File: config.mk
export PLATFORM = sky130hd
export DESIGN_NAME = uart_tx
export DESIGN_NICKNAME = d
export VERILOG_FILES = /design/src/rtl/uart_tx.sv
export SDC_FILE = /design/constraint.sdc
export NUM_CORES = 1
export LEC_CHECK = 0
export ABC_AREA = 1
export BUFFER_PORTS_ARGS = -buffer_cell sky130_fd_sc_hd__buf_4
export CORE_MARGIN = 2
export CORE_UTILIZATION = 40
export DETAILED_ROUTE_END_ITERATION = 10
export PLACE_DENSITY = 0.62
export RECOVER_POWER = 50
export SLEW_MARGIN = 20
export SYNTH_ARGS = -nofsm -noshare
export SYNTH_HDL_FRONTEND = slang
export SYNTH_SLANG_ARGS = --single-unit
export TNS_END_PERCENT = 5
File: constraint.sdc
create_clock -name clk -period 5.6 [get_ports clk]
set_input_delay 1.12 -clock clk [delete_from_list [all_inputs] [get_ports clk]]
set_output_delay 1.12 -clock clk [all_outputs]
set_load 0.05 [all_outputs]
File: src/rtl/uart_tx.sv
// ---------------------------------------------------------------------------------------------
// uart_tx
//
// 8N1 UART transmitter for the board rs_tx pin. Bytes are accepted on a valid/ready port into a
// small power-of-two FIFO, then a bit-timing FSM serialises each one as a start bit (0), eight
// data bits LSB first and a stop bit (1). Each bit lasts CLKS_PER_BIT clocks, so a frame is
// exactly 10*CLKS_PER_BIT clocks. When the FIFO still holds data at the end of a stop bit, the
// next frame starts on the following clock with no idle gap.
//
// Parameters
//   CLK_FREQ    input clock frequency in Hz
//   BAUD        line rate in bit/s
//   FIFO_DEPTH  queued-byte capacity (power of two, >= 2); one more byte fits in the shifter
//
// Ports
//   clk         system clock, rising edge
//   rst_n       asynchronous active-low reset; abandons any frame and flushes the FIFO
//   tx_data     byte to send, sampled only on an accepting edge
//   tx_valid    tx_data valid
//   tx_ready    FIFO not full (depends only on registered state)
//   tx          serial output, idle high, driven straight from a flop
//   busy        frame in progress or bytes still queued
//   fifo_count  bytes waiting in the FIFO (the byte being shifted is not counted)
// ---------------------------------------------------------------------------------------------

module uart_tx #(
    parameter int unsigned CLK_FREQ   = 50_000_000,
    parameter int unsigned BAUD       = 115_200,
    parameter int unsigned FIFO_DEPTH = 8
) (
    input  logic                          clk,
    input  logic                          rst_n,
    input  logic [7:0]                    tx_data,
    input  logic                          tx_valid,
    output logic                          tx_ready,
    output logic                          tx,
    output logic                          busy,
    output logic [$clog2(FIFO_DEPTH):0]   fifo_count
);

    // Rounded to the nearest integer so the bit period error stays under half a clock.
    localparam int unsigned CLKS_PER_BIT = (CLK_FREQ + BAUD / 2) / BAUD;
    localparam int unsigned PTR_W        = $clog2(FIFO_DEPTH);
    localparam int unsigned CNT_W        = $clog2(CLKS_PER_BIT);

    localparam logic [CNT_W-1:0] CNT_LAST   = CNT_W'(CLKS_PER_BIT - 1);
    localparam logic [PTR_W:0]   COUNT_FULL = (PTR_W + 1)'(FIFO_DEPTH);

    // Reject parameter sets the bit timer or pointer arithmetic cannot support.
    if (CLKS_PER_BIT < 2) begin : g_bad_baud
        $error("uart_tx: CLKS_PER_BIT must be at least 2");
    end
    if (FIFO_DEPTH < 2 || (FIFO_DEPTH & (FIFO_DEPTH - 1)) != 0) begin : g_bad_depth
        $error("uart_tx: FIFO_DEPTH must be a power of two and at least 2");
    end

    typedef enum logic [1:0] {
        StIdle,
        StStart,
        StData,
        StStop
    } state_t;

    // -----------------------------------------------------------------------------------------
    // State
    // -----------------------------------------------------------------------------------------
    state_t               state_q;
    logic [CNT_W-1:0]     baud_cnt_q;
    logic [2:0]           bit_idx_q;
    logic [7:0]           shift_q;
    logic                 tx_q;

    logic [7:0]           mem [FIFO_DEPTH];
    logic [PTR_W-1:0]     wr_ptr_q;
    logic [PTR_W-1:0]     rd_ptr_q;
    logic [PTR_W:0]       count_q;

    // -----------------------------------------------------------------------------------------
    // Handshake and pop decode
    // -----------------------------------------------------------------------------------------
    logic push;
    logic pop;
    logic fifo_nonempty;
    logic bit_end;

    always_comb begin
        fifo_nonempty = (count_q != '0);
        bit_end       = (baud_cnt_q == CNT_LAST);
        push          = tx_valid && tx_ready;
        // A byte leaves the FIFO either from idle, or on the final stop-bit clock so the next
        // start bit follows with no gap. A byte pushed on this same edge is not yet visible.
        pop           = fifo_nonempty &&
                        ((state_q == StIdle) || ((state_q == StStop) && bit_end));
    end

    assign tx_ready   = (count_q != COUNT_FULL);
    assign tx         = tx_q;
    assign busy       = (state_q != StIdle) || fifo_nonempty;
    assign fifo_count = count_q;

    // -----------------------------------------------------------------------------------------
    // FIFO storage: data only, no reset needed since count_q gates every read.
    // -----------------------------------------------------------------------------------------
    always_ff @(posedge clk) begin
        if (push) begin
            mem[wr_ptr_q] <= tx_data;
        end
    end

    // -----------------------------------------------------------------------------------------
    // FIFO pointers/count and the bit-timing FSM with its registered line output
    // -----------------------------------------------------------------------------------------
    always_ff @(posedge clk or negedge rst_n) begin
        if (!rst_n) begin
            state_q    <= StIdle;
            baud_cnt_q <= '0;
            bit_idx_q  <= '0;
            shift_q    <= '0;
            tx_q       <= 1'b1;
            wr_ptr_q   <= '0;
            rd_ptr_q   <= '0;
            count_q    <= '0;
        end else begin
            // Pointers wrap naturally because the depth is a power of two.
            if (push) begin
                wr_ptr_q <= wr_ptr_q + 1'b1;
            end
            if (pop) begin
                rd_ptr_q <= rd_ptr_q + 1'b1;
            end
            if (push && !pop) begin
                count_q <= count_q + 1'b1;
            end else if (pop && !push) begin
                count_q <= count_q - 1'b1;
            end

            unique case (state_q)
                StIdle: begin
                    tx_q <= 1'b1;
                    if (pop) begin
                        shift_q    <= mem[rd_ptr_q];
                        baud_cnt_q <= '0;
                        tx_q       <= 1'b0;
                        state_q    <= StStart;
                    end
                end

                StStart: begin
                    if (bit_end) begin
                        baud_cnt_q <= '0;
                        bit_idx_q  <= '0;
                        tx_q       <= shift_q[0];
                        state_q    <= StData;
                    end else begin
                        baud_cnt_q <= baud_cnt_q + 1'b1;
                    end
                end

                StData: begin
                    if (bit_end) begin
                        baud_cnt_q <= '0;
                        if (bit_idx_q == 3'd7) begin
                            tx_q    <= 1'b1;
                            state_q <= StStop;
                        end else begin
                            bit_idx_q <= bit_idx_q + 1'b1;
                            shift_q   <= {1'b0, shift_q[7:1]};
                            // Drive the next bit now so tx stays a pure flop output.
                            tx_q      <= shift_q[1];
                        end
                    end else begin
                        baud_cnt_q <= baud_cnt_q + 1'b1;
                    end
                end

                StStop: begin
                    if (bit_end) begin
                        baud_cnt_q <= '0;
                        if (pop) begin
                            shift_q <= mem[rd_ptr_q];
                            tx_q    <= 1'b0;
                            state_q <= StStart;
                        end else begin
                            state_q <= StIdle;
                        end
                    end else begin
                        baud_cnt_q <= baud_cnt_q + 1'b1;
                    end
                end

                default: begin
                    tx_q    <= 1'b1;
                    state_q <= StIdle;
                end
            endcase
        end
    end

endmodule
==> impl_metrics.toml <==
[placed_design]
dp.cells = 638
detailed_place.area_sq_um = 4886
gp_congestion = 0.8791
io_buffer_count = 17
dp.final_hpwl_um = 6980

[worst_setup_path]
endpoint_kind = "output pin"
worst-path-buf-inv = 1
worst-path-max-fanout = 11
crit_chain = "nor2_1 -> nand3_1 -> buf_4"
critPathTopFamily = "simple AND/OR/NAND/NOR gates"
critPathArrivalTime_ns = 1.83
slowest_stage = "dfrtp_1"
path_class = "flip-flop to output pin"
required_ns = 4.48
max_stage_delay_ns = 0.44
critPathLaunchType = "flip-flop"

[timing]
slew_viol_final = 34
tightest_slew_ns = 1.773
finalCritPeriodShare_pct = 52.65
hold_viol = 0
slew_headroom_pct = -18.22
rsz0062_at_grt = "no"
skew_ns = 0.005885
fin_tns_setup_ns = 0
setup_violations = 0
fin_crit_ns = 2.948
fmax_mhz = 339.2

[run_status]
status = "finished with violations"
violations = "capacitance limit, slew limit"

[synth]
yosys_warnings = 0
synthTopCellsByArea = "edfxtp_1 41%, dfrtp_1 17%, nand2_1 13%"
syn_avg_cell_area_sq_um = 9.442
synth_area_leader_cell = "edfxtp_1"
synth_seq_cells = 97
synth_top_area_share_pct = 41.37
syn_area_sq_um = 4646
synth_flop_cell = "edfxtp_1"
async_reset_ff_share_pct = 34.02
syn_inst = 492
synth_edf_count = 64
synth_fp_nets = 518
ys_seq_area_share_pct = 59.17
synth_cell_types = 32

[power]
pwr-share-comb_pct = 17.9
p_leak_uw = 0.002286
irDropWorstVdd_mv = 0.2520
pwr-share-clk_pct = 31.8
power.internal_uw = 1265
power_density_nw_per_um2 = 353.4
switching_power_uw = 547.5
sw_frac_of_total_pct = 30.21
pwr-share-seq_pct = 50.3

[floorplanning]
dieWidth_um = 111.8
core_area_sq_um = 11370
initial_core_util_pct = 40.86
io_pins = 18
die_y_um = 111.8
fp-row-count = 39
dieArea_sq_um = 12490

[cells_and_area]
final.fill_count = 1091
regArea_sq_um = 2749
num-nets-final = 532
final_area_sq_um = 5127
area_delta_synth_final_pct = 10.37
layout-drive-gt1-share_pct = 7.632
multi_input_comb_area_sq_um = 1564
final_cell_count_no_fill = 654
antenna_cells = 0

[global_routing]
grt_pass1_vias = 3201
antenna_found_initial = 0
grt-ovfl-total = 0
grt_max_degree = 35
grt_usage_pct = 16.93
grt_pass1_wl_um = 16130

[clock_tree]
ctsHtreeMaxLevel = 3
ctsHoldBuffers = 0
cts-root-buf = "clkbuf_16"
cts_num_sinks = 97
insertion_delay_ns = 0.35
cts.repair.resized = 0
cts_buffers = 9
clockBufferDepth = 2
cts.reportedPaths.clkPinSlew_ns = 0.07
cts_setup_buffers = 0
cts_tree = "yes"

[flow_run]
cap_viol_max_count = 1

[routing]
routedWlPerCell_um = 15.28
routed-via-count = 3219
drc_errors = 0
drtIter0Drc = 215
vias_per_cell = 4.922
first_pass_iters = 4
ant_nets = 0
drt-total-wl_um = 9994

[hold_path]
worstHoldPathType = "flip-flop to flip-flop"
[layout make-up]
cell class | instances | area share (%)
Timing Repair Buffer | 17 | 1.830
Clock inverter | 7 | 0.9761
Sequential cell | 97 | 53.61
Tap cell | 143 | 3.490
Clock buffer | 9 | 4.392
Inverter | 71 | 5.198
Multi-Input combinational cell | 310 | 30.50
[synth_stat cells, types with 4 or more instances]
cell / count
nand2_1: 164
edfxtp_1: 64
inv_1: 64
nand3_1: 52
dfrtp_1: 32
nor2_1: 24
ha_1: 14
buf_2: 11
o21ai_0: 10
a21oi_1: 6
inv_2: 6
xor2_1: 6
o21ai_1: 5
o22ai_1: 5
xnor2_1: 4
[metal layers]
layer / wire length, um / up-vias / GRT usage (%)
met2: 4922 / 70 / 28.12
li1: - / 1605 / -
met3: 542 / 18 / 4.682
met5: 0 / - / 0
met4: 259 / 0 / 6.584
met1: 4270 / 1526 / 21.08
[cells by family after synthesis]
family | after synthesis | synth area share (%)
buffers and inverters | 85 | 7.164
AND/OR/NAND/NOR | 255 | 23.62
flip-flops | 97 | 59.17
adder cells (fa/ha/maj) | 15 | 4.202
XOR/XNOR | 10 | 1.885
AO/OA/AOI/OAI | 30 | 3.959
[registers in the layout, indices dropped and copies added (netlist names)]
| name | count |
|---|---|
| fifo_count | 4 |
| mem | 64 |
| tx | 1 |
| baud_cnt_q | 9 |
| bit_idx_q | 3 |
| rd_ptr_q | 3 |
| wr_ptr_q | 3 |
| shift_q | 8 |
| state_q | 2 |
[through the flow]
step	setup WS, ns	hold WS (ns)	power, uW	util, %
6_report	2.652	0.4701	1812	45.10
5_1_grt	2.523	0.4877	1905	45.10
4_1_cts	2.626	0.4695	1838	45.39
3_5_place_dp	2.974	0.4599	1260	42.97
3_3_place_gp	3.033	0.4541	1250	42.97
2_1_floorplan	2.766	0.4487	1144	-
[path summary, 6_finish.rpt]
check / from / end / slack (ns) / depth (start not counted)
max in group asynchronous: rst_n / baud_cnt_q[2] / 3.34 / 1
worst max register to register: rd_ptr_q[0] / shift_q[4] / 3.15 / 9
worst min-delay path: tx / tx / 0.47 / 2
worst min register to register: tx / tx / 0.47 / 2
worst max-delay path: fifo_count[1] / busy / 2.65 / 3
min in group asynchronous: rst_n / state_q[0] / 1.24 / 1
[tightest hold or removal path: stages, from the launching register on]
cell     delay, ns
dfstp_2       0.37
nand2_1       0.05
nand2_1       0.05
[placed cells by master, fill, tap and decap left out, drive strengths merged, types with 3 or more instances in the layout]
cell type,netlist,routed
nor2,27,27
ha,14,14
o22ai,5,5
or2,3,3
dfrtp,32,32
o21ai,15,15
clkinv,1,4
xnor2,4,4
a21oi,8,8
nand2,169,169
edfxtp,64,64
nand3,52,52
buf,12,8
inv,70,73
xor2,6,6
clkbuf,2,18
[power groups by stage]
stage	clock network (uW)	logic, uW	registers [uW]
4_1_cts	592	334	912
6_report	577	324	911
2_1_floorplan	0	179	966
3_3_place_gp	0	325	924
3_5_place_dp	0	332	928
5_1_grt	620	362	923
(Power assumes the default switching activity.)
